**src/rtl/stopwatch_ctrl.sv**
```systemverilog
// Stopwatch mode sequencer: IDLE/RUN/PAUSE/ADJUST state machine that produces the
// count-enable tick, clear/load strobes and adjust-mode blink for the counter path.
module stopwatch_ctrl #(
   parameter int TICK_DIV  = 100000000,
   parameter int BLINK_DIV = 25000000
) (
   input  logic       clk,
   input  logic       rst_n,
   input  logic       btn_run,
   input  logic       btn_clr,
   input  logic       adj,
   input  logic [1:0] sel,
   input  logic [3:0] num,
   output logic       tick_en,
   output logic       clr,
   output logic       load,
   output logic [1:0] load_sel,
   output logic [3:0] load_val,
   output logic       blink,
   output logic       paused,
   output logic [1:0] state
);

   localparam int TW = $clog2(TICK_DIV);
   localparam int BW = $clog2(BLINK_DIV);
   localparam logic [TW-1:0] TICK_MAX  = TW'(TICK_DIV - 1);
   localparam logic [BW-1:0] BLINK_MAX = BW'(BLINK_DIV - 1);

   typedef enum logic [1:0] {
      IDLE   = 2'd0,
      RUN    = 2'd1,
      PAUSE  = 2'd2,
      ADJUST = 2'd3
   } state_e;

   state_e          state_q, state_d;
   logic            runPrev_q, clrPrev_q;
   logic            runRise, clrRise;
   logic [TW-1:0]   tickCnt_q, tickCnt_d;
   logic [BW-1:0]   blinkCnt_q, blinkCnt_d;
   logic            tick_q, tick_d;
   logic            clr_q, clr_d;
   logic            load_q, load_d;
   logic [1:0]      loadSel_q, loadSel_d;
   logic [3:0]      loadVal_q, loadVal_d;
   logic            blink_q, blink_d;
   logic            paused_q, paused_d;

   // Seconds-tens and minutes-tens digits only reach 5; ones digits reach 9.
   function automatic logic [3:0] clampDigit(input logic [1:0] s, input logic [3:0] v);
      logic [3:0] cap;
      cap = s[0] ? 4'd5 : 4'd9;
      return (v > cap) ? cap : v;
   endfunction

   assign runRise = btn_run & ~runPrev_q;
   assign clrRise = btn_clr & ~clrPrev_q;

   always_comb begin
      state_d   = state_q;
      clr_d     = 1'b0;
      load_d    = 1'b0;
      loadSel_d = loadSel_q;
      loadVal_d = loadVal_q;

      // adj dominates; inside adjust mode the buttons become clear and digit-commit.
      if (adj) begin
         state_d = ADJUST;
         if (clrRise) begin
            clr_d = 1'b1;
         end else if (runRise) begin
            load_d    = 1'b1;
            loadSel_d = sel;
            loadVal_d = clampDigit(sel, num);
         end
      end else if (clrRise) begin
         clr_d   = 1'b1;
         state_d = IDLE;
      end else if (state_q == ADJUST) begin
         state_d = PAUSE;
      end else if (runRise) begin
         case (state_q)
            IDLE:    state_d = RUN;
            RUN:     state_d = PAUSE;
            PAUSE:   state_d = RUN;
            default: state_d = state_q;
         endcase
      end

      // The divider only advances while counting, so a pause keeps the partial second.
      tickCnt_d = tickCnt_q;
      tick_d    = 1'b0;
      if (clr_d) begin
         tickCnt_d = '0;
      end else if (state_q == RUN) begin
         if (tickCnt_q == TICK_MAX) begin
            tickCnt_d = '0;
            tick_d    = 1'b1;
         end else begin
            tickCnt_d = tickCnt_q + TW'(1);
         end
      end

      blinkCnt_d = '0;
      blink_d    = 1'b0;
      if (state_d == ADJUST) begin
         if (state_q != ADJUST) begin
            blink_d = 1'b1;
         end else if (blinkCnt_q == BLINK_MAX) begin
            blink_d = ~blink_q;
         end else begin
            blinkCnt_d = blinkCnt_q + BW'(1);
            blink_d    = blink_q;
         end
      end

      paused_d = (state_d != RUN);
   end

   // Button history loads the live levels in reset so a held button yields no edge.
   always_ff @(posedge clk) begin
      if (!rst_n) begin
         state_q    <= IDLE;
         runPrev_q  <= btn_run;
         clrPrev_q  <= btn_clr;
         tickCnt_q  <= '0;
         blinkCnt_q <= '0;
         tick_q     <= 1'b0;
         clr_q      <= 1'b0;
         load_q     <= 1'b0;
         loadSel_q  <= 2'd0;
         loadVal_q  <= 4'd0;
         blink_q    <= 1'b0;
         paused_q   <= 1'b1;
      end else begin
         state_q    <= state_d;
         runPrev_q  <= btn_run;
         clrPrev_q  <= btn_clr;
         tickCnt_q  <= tickCnt_d;
         blinkCnt_q <= blinkCnt_d;
         tick_q     <= tick_d;
         clr_q      <= clr_d;
         load_q     <= load_d;
         loadSel_q  <= loadSel_d;
         loadVal_q  <= loadVal_d;
         blink_q    <= blink_d;
         paused_q   <= paused_d;
      end
   end

   assign tick_en  = tick_q;
   assign clr      = clr_q;
   assign load     = load_q;
   assign load_sel = loadSel_q;
   assign load_val = loadVal_q;
   assign blink    = blink_q;
   assign paused   = paused_q;
   assign state    = state_q;

endmodule

```
**config.mk**
```make
export PLATFORM = sky130hd
export DESIGN_NAME = stopwatch_ctrl
export DESIGN_NICKNAME = d
export VERILOG_FILES = /design/src/rtl/stopwatch_ctrl.sv
export SDC_FILE = /design/constraint.sdc
export NUM_CORES = 1
export LEC_CHECK = 0
export BUFFER_PORTS_ARGS = -buffer_cell sky130_fd_sc_hd__buf_2
export CAP_MARGIN = 20
export CORE_ASPECT_RATIO = 0.6
export CORE_MARGIN = 2
export CORE_UTILIZATION = 53
export DETAILED_ROUTE_END_ITERATION = 12
export GPL_TIMING_DRIVEN = 0
export HOLD_SLACK_MARGIN = 0.05
export PLACE_DENSITY = 0.71
export SLEW_MARGIN = 20
export SYNTH_ARGS = -nofsm -noshare
export SYNTH_HDL_FRONTEND = slang
export SYNTH_SLANG_ARGS = --single-unit
```
**constraint.sdc**
```tcl
create_clock -name clk -period 1.75 [get_ports clk]
set_input_delay 0.175 -clock clk [delete_from_list [all_inputs] [get_ports clk]]
set_output_delay 0.175 -clock clk [all_outputs]
set_load 0.03 [all_outputs]
```
==> flow_metrics.py, run 1 <==
metrics = {
    "outcome": {
        "outcome": "finished with violations",
        "violations": "negative setup slack",
    },
    "routing": {
        "drtAntennaViolNets": 0,
        "route.top_layer_used": "met4",
        "routed_wl_um": 7160,
        "vias_per_cell": 5.58,
        "drc": 0,
        "firstDrtPassIters": 5,
        "wl_met1_um": 3720,
        "drt_iter0_drc": 145,
        "wire_per_inst_um": 15.0,
        "route.met3.wl_um": 575,
        "wl_met2_um": 2800,
        "dr_total_vias": 2654,
    },
    "clock_network": {
        "clk_pin_slew_worst_paths_ns": 0.07,
        "clk_path_buf_depth": 2,
        "h-tree-depth": 3,
        "cts_inserted_buffers": 9,
        "cts-root-buf": "clkbuf_8",
        "cts_tree": "built",
        "clk_latency_ns": 0.33,
        "cts.sinks": 67,
    },
    "setup_path": {
        "cp_max_fo": 5,
        "arrival_ns": 2.05,
        "reg2reg_depth": 5,
        "ff2ff_setup_slack_ns": -0.01,
        "worstReg2RegStart": "tickCnt_q[17]",
        "criticalPathCategory": "reg2reg",
        "r2r_end": "tickCnt_q[26]",
        "endpoint_kind": "flop",
        "crit_path_start_kind": "flop",
        "crit_required_ns": 2.03,
    },
    "floorplan": {
        "start_util": 0.553,
        "die_w_um": 103,
        "row_count": 21,
        "die-area_um2": 6510,
        "die_h_um": 63.3,
        "core_um2": 5620,
        "ios": 24,
    },
    "worst_hold_path": {
        "whs_path_depth": 3,
        "min_from": "sel[1]",
        "hold_end": "load_sel[1]",
        "hold_path.class": "in2reg",
    },
    "grt": {
        "grt_pass1_wl_um": 11200,
        "gr-total-overflow": 0,
        "grt_pass1_vias": 2326,
        "antenna_found_initial": 0,
        "grt_use_total": 0.224,
        "grt_max_degree": 11,
    },
    "sta": {
        "hold_viol": 0,
        "grt_setup_unrepaired": "true",
        "setup_ws_ns": -0.0144,
        "finalMaxSlewViolations": 0,
        "min_period_ns": 1.76,
        "finalSetupTns_ns": -0.0144,
        "max_slew_margin": 0.705,
        "setup_viol": 1,
        "clock_skew_ns": 0.00791,
        "max_freq_mhz": 567,
        "tightest_slew_ns": 0.442,
        "fin_crit_sh": 1.01,
    },
    "pwr": {
        "p_leak_uw": 0.00141,
        "powerDensity_nw_per_um2": 767,
        "ir_worst_vdd_v": 0.000507,
    },
    "layout": {
        "fin_nets": 408,
        "diodes": 0,
        "area_growth_pct": 23.7,
        "final_common_cell": "dfxtp_1",
        "drive_above_1_share": 0.298,
        "fill_cells": 480,
        "final_cell_mix": "51 x dfxtp_1, 49 x nor2_1, 25 x xor2_1",
        "fin_util": 0.684,
    },
    "placement": {
        "port_buffers": 23,
        "dp_hpwl_um": 4630,
        "gp_congestion": 0.888,
    },
    "synthesis": {
        "synthCells": 340,
        "synth_seq_cells": 67,
        "synth_seq_area_share": 0.432,
        "syn_nets": 355,
        "synth_area_per_cell_um2": 9.14,
        "synth.cell_area_um2": 3110,
        "yosysWarnings": 0,
        "synth_cell_types": 42,
    },
    "flow_run": {
        "drv_cap": 0,
    },
}
metrics by stage:
stage               cell area, um2  hold WS (ns)  instances  setup slack, ns  power (uW)
detailed placement            3330         0.297        443           -0.268        1750
floorplan                     3110         0.203        340           0.0356        1690
finish                        3840        0.0737        476          -0.0144        2950
global route                  3840        0.0703        476          -0.0916        3070
global placement              3330         0.294        443           -0.275        1740
CTS                           3620        0.0633        465          0.00146        2970
layout make-up:
cell class,count,area (um2),share of cell area
plain buffers,11,103,0.0267
clock inverters,3,40.0,0.0104
multi-input cells,256,1800,0.467
repair buffers,41,267,0.0693
flip-flops and latches,67,1370,0.357
clock buffers,11,141,0.0368
well taps,80,100,0.0260
inverters,7,26.3,0.00683
kinds of logic after synthesis:
family / Yosys count / share of synthesized area
compound gates: 31 / 0.0668
fa+ha+maj: 4 / 0.0161
xor+xnor: 41 / 0.116
simple gates: 172 / 0.310
flops: 67 / 0.432
buf+inv: 18 / 0.0366
mux: 7 / 0.0233
where the power goes:
part | internal (uW) | switching (uW)
Clock | 677 | 554
Combinational | 64.3 | 104
Sequential | 1540 | 13.9
critical path, cell delays in order, from the launching register on:
cell and delay (ns):
dfxtp_1 0.47, and3_1 0.33, and2_1 0.24, and4_1 0.26, nor4b_1 0.28, a31o_1 0.14
cell usage after synthesis:
cell / count / share of area
dfxtp_1: 67 / 0.43
nor2_1: 50 / 0.060
xor2_1: 25 / 0.070
nand2_1: 23 / 0.028
nand3_1: 18 / 0.029
xnor2_1: 16 / 0.045
nand4_1: 13 / 0.026
and3_1: 11 / 0.022
o21ai_0: 10 / 0.016
nor2_2: 9 / 0.018
nor3_1: 8 / 0.013
nor4b_1: 8 / 0.023
inv_1: 7 / 0.0085
a21oi_1: 6 / 0.0097
and2_1: 6 / 0.012
and4_1: 6 / 0.017
mux2i_1: 5 / 0.016
nor4_1: 5 / 0.010
a31o_1: 4 / 0.011
ha_1: 4 / 0.016
a31o_2: 3 / 0.0085
buf_2: 3 / 0.0048
buf_6: 3 / 0.011
nor2b_1: 3 / 0.0060
nor4_4: 3 / 0.021
a31oi_1: 2 / 0.0040
and3b_1: 2 / 0.0056
clkbuf_1: 2 / 0.0024
mux2_2: 2 / 0.0072
nand2b_1: 2 / 0.0040
nor3b_1: 2 / 0.0048
or3_1: 2 / 0.0040
a211oi_1: 1 / 0.0024
a21o_2: 1 / 0.0028
a2bb2oi_1: 1 / 0.0028
a41oi_1: 1 / 0.0028
buf_1: 1 / 0.0012
buf_12: 1 / 0.0064
buf_4: 1 / 0.0024
nand4_4: 1 / 0.0068
o21ai_2: 1 / 0.0028
o221a_2: 1 / 0.0036
registers in the layout (all words and copies together), names as in the netlist:
name,flops
runPrev_q,1
clr,1
load_sel,2
clrPrev_q,1
tickCnt_q,27
load,1
blinkCnt_q,25
load_val,4
blink,1
paused,1
state,2
tick_en,1
worst max path at each step:
stage                               from  slack [ns]              to
after CTS                 blinkCnt_q[12]       0.001  blinkCnt_q[23]
after detailed placement    tickCnt_q[8]       -0.27   tickCnt_q[23]
after global placement      tickCnt_q[8]       -0.28    tickCnt_q[7]
after floorplan            blinkCnt_q[0]        0.04  blinkCnt_q[22]
after global routing       tickCnt_q[16]       -0.09   tickCnt_q[26]
final                      tickCnt_q[17]       -0.01   tickCnt_q[26]
layer usage:
layer  up-vias  GRT usage
met4         0     0.0641
met1      1253      0.343
li1       1295          -
met2       100      0.294
met5         -          0
met3         6     0.0777
repair_timing:
item                                    CTS  global route
pin swaps                                 6            19
hold endpoints to repair                  2             0
cloned                                    0             1
endpoints found under the setup margin   49            50
hold buffers                              2             0
gates resized for setup                  17            41
setup buffers                             6            10
Note: power is estimated with default switching activity, not from simulation.
==> run 2, diff against run 1 <==
--- a/config.mk
+++ b/config.mk
@@ -9,11 +9,12 @@
 export CAP_MARGIN = 20
 export CORE_ASPECT_RATIO = 0.6
 export CORE_MARGIN = 2
-export CORE_UTILIZATION = 53
+export CORE_UTILIZATION = 55
+export CTS_BUF_LIST = sky130_fd_sc_hd__clkbuf_8
 export DETAILED_ROUTE_END_ITERATION = 12
 export GPL_TIMING_DRIVEN = 0
 export HOLD_SLACK_MARGIN = 0.05
-export PLACE_DENSITY = 0.71
+export PLACE_DENSITY = 0.73
 export SLEW_MARGIN = 20
 export SYNTH_ARGS = -nofsm -noshare
 export SYNTH_HDL_FRONTEND = slang
==> run 2 against run 1 <==
Effect of this change:
- the run still ends with negative setup slack left
- critical path type unchanged
- largest power group unchanged
- via count increased by 3.5%
- final area increased by 0.62%
- setup slack lost 0.020 ns
==> flow_metrics.py, run 2 (synthesis gave the netlist of run 1 again) <==
metrics = {
    "setup_path": {
        "reg2reg_depth": 5,
        "criticalPathCategory": "reg2reg",
        "endpoint_kind": "flop",
        "cp_max_fo": 5,
        "cp_num_buf_inv": 0,
        "worst_path_max_delay_cell": "dfxtp_1",
        "worstReg2RegStart": "tickCnt_q[18]",
        "cp-startpoint": "tickCnt_q[18]",
        "arrival_ns": 2.07,
        "path_cells": "and3_1 -> and2_1 -> and4_1 -> nor4b_1 -> a31o_1",
        "cp_slowest_stage_delay_ns": 0.43,
        "cp-endpoint": "tickCnt_q[26]",
        "path_depth": 5,
        "cp_top_family": "simple AND/OR/NAND/NOR gates",
        "ff2ff_setup_slack_ns": -0.03,
        "crit_path_start_kind": "flop",
        "crit_required_ns": 2.03,
        "r2r_end": "tickCnt_q[26]",
    },
    "layout": {
        "drive_above_1_share": 0.307,
        "area_growth_pct": 24.5,
        "fin_nets": 414,
        "fill_cells": 424,
        "regMostFlops": "tickCnt_q",
        "final_common_cell": "dfxtp_1",
        "seq_area_um2": 1370,
        "fin_util": 0.701,
        "largest_reg_flops": 27,
        "finish.instance_area_um2": 3870,
        "diodes": 0,
        "multi_input_area_um2": 1750,
        "final_cell_mix": "50 x dfxtp_1, 49 x nor2_1, 25 x xor2_1",
    },
    "clock_network": {
        "clk_path_buf_depth": 2,
        "clk_pin_slew_worst_paths_ns": 0.08,
        "cts_inserted_buffers": 9,
        "cts.sinks": 67,
        "h-tree-depth": 3,
        "cts-root-buf": "clkbuf_8",
        "clk_latency_ns": 0.34,
        "cts_tree": "built",
    },
    "outcome": {
        "outcome": "finished with violations",
        "violations": "negative setup slack",
    },
    "floorplan": {
        "die-area_um2": 6290,
        "core_um2": 5520,
        "die_h_um": 62.2,
        "die_w_um": 101,
        "ios": 24,
        "row_count": 21,
        "start_util": 0.563,
    },
    "placement": {
        "placed_area_um2": 3310,
        "port_buffers": 23,
        "dp_hpwl_um": 4660,
        "post-place-ws_ns": -0.271,
        "gp_congestion": 0.905,
    },
    "sta": {
        "tightest_slew_ns": 0.472,
        "max_freq_mhz": 560,
        "finalMaxSlewViolations": 0,
        "grt_setup_unrepaired": "true",
        "setup_viol": 1,
        "max_slew_margin": 0.685,
        "fin_crit_sh": 1.02,
        "clock_skew_ns": 0.0116,
        "min_period_ns": 1.78,
        "hold_viol": 0,
        "setup_ws_ns": -0.0344,
        "finalSetupTns_ns": -0.0344,
    },
    "routing": {
        "wire_per_inst_um": 15.5,
        "vias_per_cell": 5.81,
        "firstDrtPassIters": 5,
        "drt_iter0_drc": 224,
        "drtAntennaViolNets": 0,
        "drc": 0,
        "dr_total_vias": 2747,
        "routed_wl_um": 7340,
    },
    "grt": {
        "grt_max_degree": 13,
        "antenna_found_initial": 0,
        "grt_pass1_wl_um": 11300,
        "gr-total-overflow": 0,
        "grt_pass1_vias": 2376,
        "grt_use_total": 0.226,
    },
    "pwr": {
        "ir_worst_vdd_v": 0.000449,
        "powerDensity_nw_per_um2": 767,
        "p_leak_uw": 0.00146,
        "p_total_uw": 2970,
    },
    "worst_hold_path": {
        "hold_path.class": "in2reg",
    },
    "flow_run": {
        "drv_cap": 0,
    },
}
-- run 2: cell types whose count changed in the layout (fill, tap and decap cells not counted), moves of 2 or more --
cell,delta
clkbuf_16,+2
nor4b_4,-2
buf_6,-3
buf_4,+8
clkinvlp_4,+2
o21ai_0,+4
nor4b_1,+2
o21ai_1,-3
dfxtp_2,+2
-- run 2: area by class of cell --
class / count / area share
Multi-Input combinational cell: 256 / 0.453
Sequential cell: 67 / 0.354
Timing Repair Buffer: 48 / 0.0896
Clock buffer: 9 / 0.0320
Buffer: 10 / 0.0243
Tap cell: 69 / 0.0223
Clock inverter: 7 / 0.0178
Inverter: 7 / 0.00679
-- run 2: routing by layer --
metal  wire [um]  share of wire  vias to the layer above  GRT usage
li1            -              -                     1316          -
met2        2900           0.40                      120      0.304
met1        3690           0.50                     1297      0.342
met4          88          0.012                        0     0.0811
met3         653          0.089                       14     0.0642
met5           0              0                        -          0
-- run 2: power breakdown --
group	switching, uW	leakage [uW]	internal (uW)
clock	592	0.0000950	652
combinational	105	0.000816	66.0
sequential	14.5	0.000551	1540
total	712	0.00146	2260
-- run 2: metrics by stage --
| step | hold slack, ns | instances |
|---|---|---|
| after CTS | 0.0645 | 456 |
| after global routing | 0.0628 | 473 |
| after global placement | 0.291 | 432 |
| after floorplan | 0.203 | 340 |
| after detailed placement | 0.288 | 432 |
| final | 0.0740 | 473 |
-- run 2: worst min-delay path by stage --
stage	startpoint	endpoint	slack [ns]	depth (start not counted)
2_1_floorplan	btn_clr	clrPrev_q	0.20	0
3_3_place_gp	btn_run	runPrev_q	0.29	1
3_5_place_dp	btn_run	runPrev_q	0.29	1
4_1_cts	sel[1]	load_sel[1]	0.06	3
5_1_grt	sel[1]	load_sel[1]	0.06	3
6_report	sel[1]	load_sel[1]	0.07	3
-- run 2: what timing repair did --
item,CTS,global route
setup buffers,6,15
hold endpoints to repair,2,0
cloned,0,3
hold buffers,2,0
pin swaps,7,12
gates resized for setup,23,24
endpoints found under the setup margin,49,48
-- run 2: worst reg2reg max path: cells and delay by family (launching register included) --
family / cells / cell delay (ns)
simple gates: 4 / 1.15
flops: 1 / 0.43
compound gates: 1 / 0.16
==> run 3, diff against run 2 <==
--- a/config.mk
+++ b/config.mk
@@ -5,16 +5,18 @@
 export SDC_FILE = /design/constraint.sdc
 export NUM_CORES = 1
 export LEC_CHECK = 0
+export ABC_AREA = 1
 export BUFFER_PORTS_ARGS = -buffer_cell sky130_fd_sc_hd__buf_2
 export CAP_MARGIN = 20
 export CORE_ASPECT_RATIO = 0.6
 export CORE_MARGIN = 2
-export CORE_UTILIZATION = 55
+export CORE_UTILIZATION = 57
 export CTS_BUF_LIST = sky130_fd_sc_hd__clkbuf_8
 export DETAILED_ROUTE_END_ITERATION = 12
 export GPL_TIMING_DRIVEN = 0
 export HOLD_SLACK_MARGIN = 0.05
-export PLACE_DENSITY = 0.73
+export MAX_ROUTING_LAYER = met4
+export PLACE_DENSITY = 0.75
 export SLEW_MARGIN = 20
 export SYNTH_ARGS = -nofsm -noshare
 export SYNTH_HDL_FRONTEND = slang
==> run 3 against run 2 <==
Effect of this change:
- the run now ends clean
- largest cell class unchanged
- maximum frequency grew 7.6%
- largest power group unchanged
- clock skew is 0.0047 ns lower
- sequential share of layout area down 1.9 points
- critical path type unchanged
- total power is 0.11% lower
- setup slack better by 0.13 ns
- critical endpoint is now blinkCnt_q[19]
- hold slack improved by 0.015 ns
- core utilization shrank 4.0 points
- clock-buffer cell count rose by 1
==> flow_metrics.py, run 3 <==
metrics = {
    "floorplan": {
        "core_um2": 6060,
        "die_h_um": 65.2,
        "ios": 24,
        "die_w_um": 106,
        "die-area_um2": 6900,
        "row_count": 22,
        "start_util": 0.587,
    },
    "setup_path": {
        "criticalPathCategory": "reg2reg",
        "r2r_end": "blinkCnt_q[19]",
        "crit_required_ns": 1.98,
        "arrival_ns": 1.89,
        "cp_max_fo": 10,
        "worstReg2RegStart": "blinkCnt_q[0]",
        "endpoint_kind": "flop",
        "path_cells": "ha_2 -> nand2_2 -> nor2_4 -> nand3_2 -> nor2_2 -> nand2_1 -> nand3_4 -> buf_6 -> a21oi_1",
        "ff2ff_setup_slack_ns": 0.09,
        "worst_path_max_delay_cell": "dfxtp_1",
        "reg2reg_depth": 9,
        "crit_path_start_kind": "flop",
        "cp_slowest_stage_delay_ns": 0.37,
    },
    "layout": {
        "largest_reg_flops": 27,
        "final_common_cell": "nand2_1",
        "finish.instance_area_um2": 4000,
        "fin_util": 0.661,
        "fin_nets": 596,
        "fill_cells": 549,
        "final_cell_mix": "143 x nand2_1, 115 x nor2_1, 72 x inv_1",
        "area_growth_pct": 12.6,
        "drive_above_1_share": 0.122,
        "regMostFlops": "tickCnt_q",
        "diodes": 0,
    },
    "routing": {
        "wire_per_inst_um": 12.7,
        "drtAntennaViolNets": 0,
        "drc": 0,
        "firstDrtPassIters": 6,
        "vias_per_cell": 5.15,
        "routed_wl_um": 8510,
        "dr_total_vias": 3441,
        "drt_iter0_drc": 286,
    },
    "grt": {
        "grt_use_total": 0.279,
        "gr-total-overflow": 0,
        "grt_max_degree": 11,
        "grt_pass1_wl_um": 14700,
        "antenna_found_initial": 0,
        "grt_pass1_vias": 3173,
    },
    "pwr": {
        "powerDensity_nw_per_um2": 740,
        "ir_worst_vdd_v": 0.000546,
        "p_leak_uw": 0.00151,
    },
    "synthesis": {
        "synth_top_area_cell": "dfxtp_1",
        "synthTopCellsByArea": "dfxtp_1 38%, nand2_1 15%, nor2_1 12%, inv_1 7.5%, nand3_1 4.9%",
        "async_flop_share": 0,
        "synth.cell_area_um2": 3550,
        "synth_edf_count": 0,
        "synth_seq_area_share": 0.377,
        "synthDominantCellAreaShare": 0.377,
        "yosysWarnings": 0,
        "synth_cell_types": 33,
        "yosys-top-cells-count": "143 x nand2_1, 116 x nor2_1, 71 x inv_1, 67 x dfxtp_1, 35 x nand3_1",
        "synth_area_per_cell_um2": 6.53,
        "syn_nets": 559,
        "ys.flop_type": "dfxtp_1",
        "synthCells": 544,
        "synth_seq_cells": 67,
        "yosysMostFrequentCell": "nand2_1",
    },
    "worst_hold_path": {
        "whs_path_depth": 3,
        "hold_end": "load_val[0]",
        "hold_path.class": "in2reg",
        "min_from": "num[0]",
    },
    "sta": {
        "tightest_slew_ns": 0.437,
        "max_slew_margin": 0.708,
        "whs_ns": 0.0890,
        "setup_viol": 0,
        "finalMaxSlewViolations": 0,
        "fin_crit_sh": 0.948,
        "grt_setup_unrepaired": "true",
        "max_freq_mhz": 603,
        "min_period_ns": 1.66,
        "clock_skew_ns": 0.00681,
        "hold_viol": 0,
    },
    "clock_network": {
        "cts.sinks": 67,
        "clk_pin_slew_worst_paths_ns": 0.07,
        "clk_path_buf_depth": 2,
        "clk_latency_ns": 0.34,
        "cts_inserted_buffers": 9,
        "h-tree-depth": 3,
        "cts_tree": "built",
        "cts-root-buf": "clkbuf_8",
    },
    "placement": {
        "port_buffers": 22,
        "gp_congestion": 0.949,
        "placed_area_um2": 3770,
        "dp_hpwl_um": 6440,
    },
    "outcome": {
        "outcome": "completed",
    },
    "flow_run": {
        "drv_cap": 0,
    },
}
## run 3: changes by cell type after synthesis, moves of 6 or more
cell / previous run / this run
a21oi_1: 6 / 19
and3_1: 11 / 0
and4_1: 6 / 0
inv_1: 7 / 71
nand2_1: 23 / 143
nand3_1: 18 / 35
nor2_1: 50 / 116
nor2_4: 0 / 7
nor4b_1: 8 / 0
xnor2_1: 16 / 5
xor2_1: 25 / 9
## run 3: metrics by stage
stage	setup TNS, ns	setup WS [ns]	std cells	power (uW)
floorplan	0	0.324	544	1710
global placement	0	0.114	650	1760
detailed placement	0	0.105	650	1760
CTS	0	0.0665	666	2990
global route	-0.0507	-0.0191	668	3070
finish	0	0.0913	668	2960
## run 3: worst max path at each step
stage                        from              to  slack (ns)  cells past startpoint
finish              blinkCnt_q[0]  blinkCnt_q[19]        0.09                      9
global route        blinkCnt_q[0]  blinkCnt_q[13]       -0.02                      9
CTS                 blinkCnt_q[0]  blinkCnt_q[19]        0.07                      9
detailed placement  blinkCnt_q[0]  blinkCnt_q[18]        0.10                      9
global placement    blinkCnt_q[0]  blinkCnt_q[24]        0.11                      9
floorplan                state[0]    tickCnt_q[7]        0.32                      7
## run 3: cell families (layout without fill, tap and decap cells)
logic type	count (synthesis)	in the layout	synth area share
compound gates	39	39	0.0612
flops	67	67	0.377
fa+ha+maj	4	4	0.0141
xor+xnor	14	14	0.0345
mux	1	1	0.00282
buf+inv	77	117	0.0862
simple gates	342	342	0.424
## run 3: area by class of cell
cell class / count / area, um2 / area share
clock buffer: 10 / 138 / 0.0344
inverter: 73 / 274 / 0.0684
sequential: 67 / 1340 / 0.335
tap: 84 / 105 / 0.0263
timing repair buffer: 26 / 145 / 0.0362
buffer: 4 / 32.5 / 0.00812
clock inverter: 4 / 43.8 / 0.0109
multi-input combinational: 400 / 1920 / 0.481
## run 3: critical path: cells and delay by family, from the launching register on
kind            cells  cell delay, ns
fa+ha+maj           1            0.21
flops               1            0.37
buf+inv             1            0.17
simple gates        6            0.77
compound gates      1            0.05
## run 3: layer usage
| metal | GRT usage | routed length, um |
|---|---|---|
| met1 | 0.414 | 4300 |
| met2 | 0.370 | 3190 |
| met3 | 0.0744 | 948 |
| met4 | 0.0724 | 74 |
| met5 | - | 0 |
## run 3: where the power goes
group / switching [uW] / internal [uW] / leakage [uW]
Clock: 561 / 671 / 0.0000992
Sequential: 15.2 / 1540 / 0.000542
Combinational: 118 / 55.0 / 0.000872
## run 3: what timing repair did
| action | CTS | global route |
|---|---|---|
| resized for setup | 0 | 5 |
| endpoints found under the setup margin | 0 | 33 |
| setup buffers | 0 | 2 |
| hold endpoints to repair | 2 | 0 |
| hold buffers | 2 | 0 |
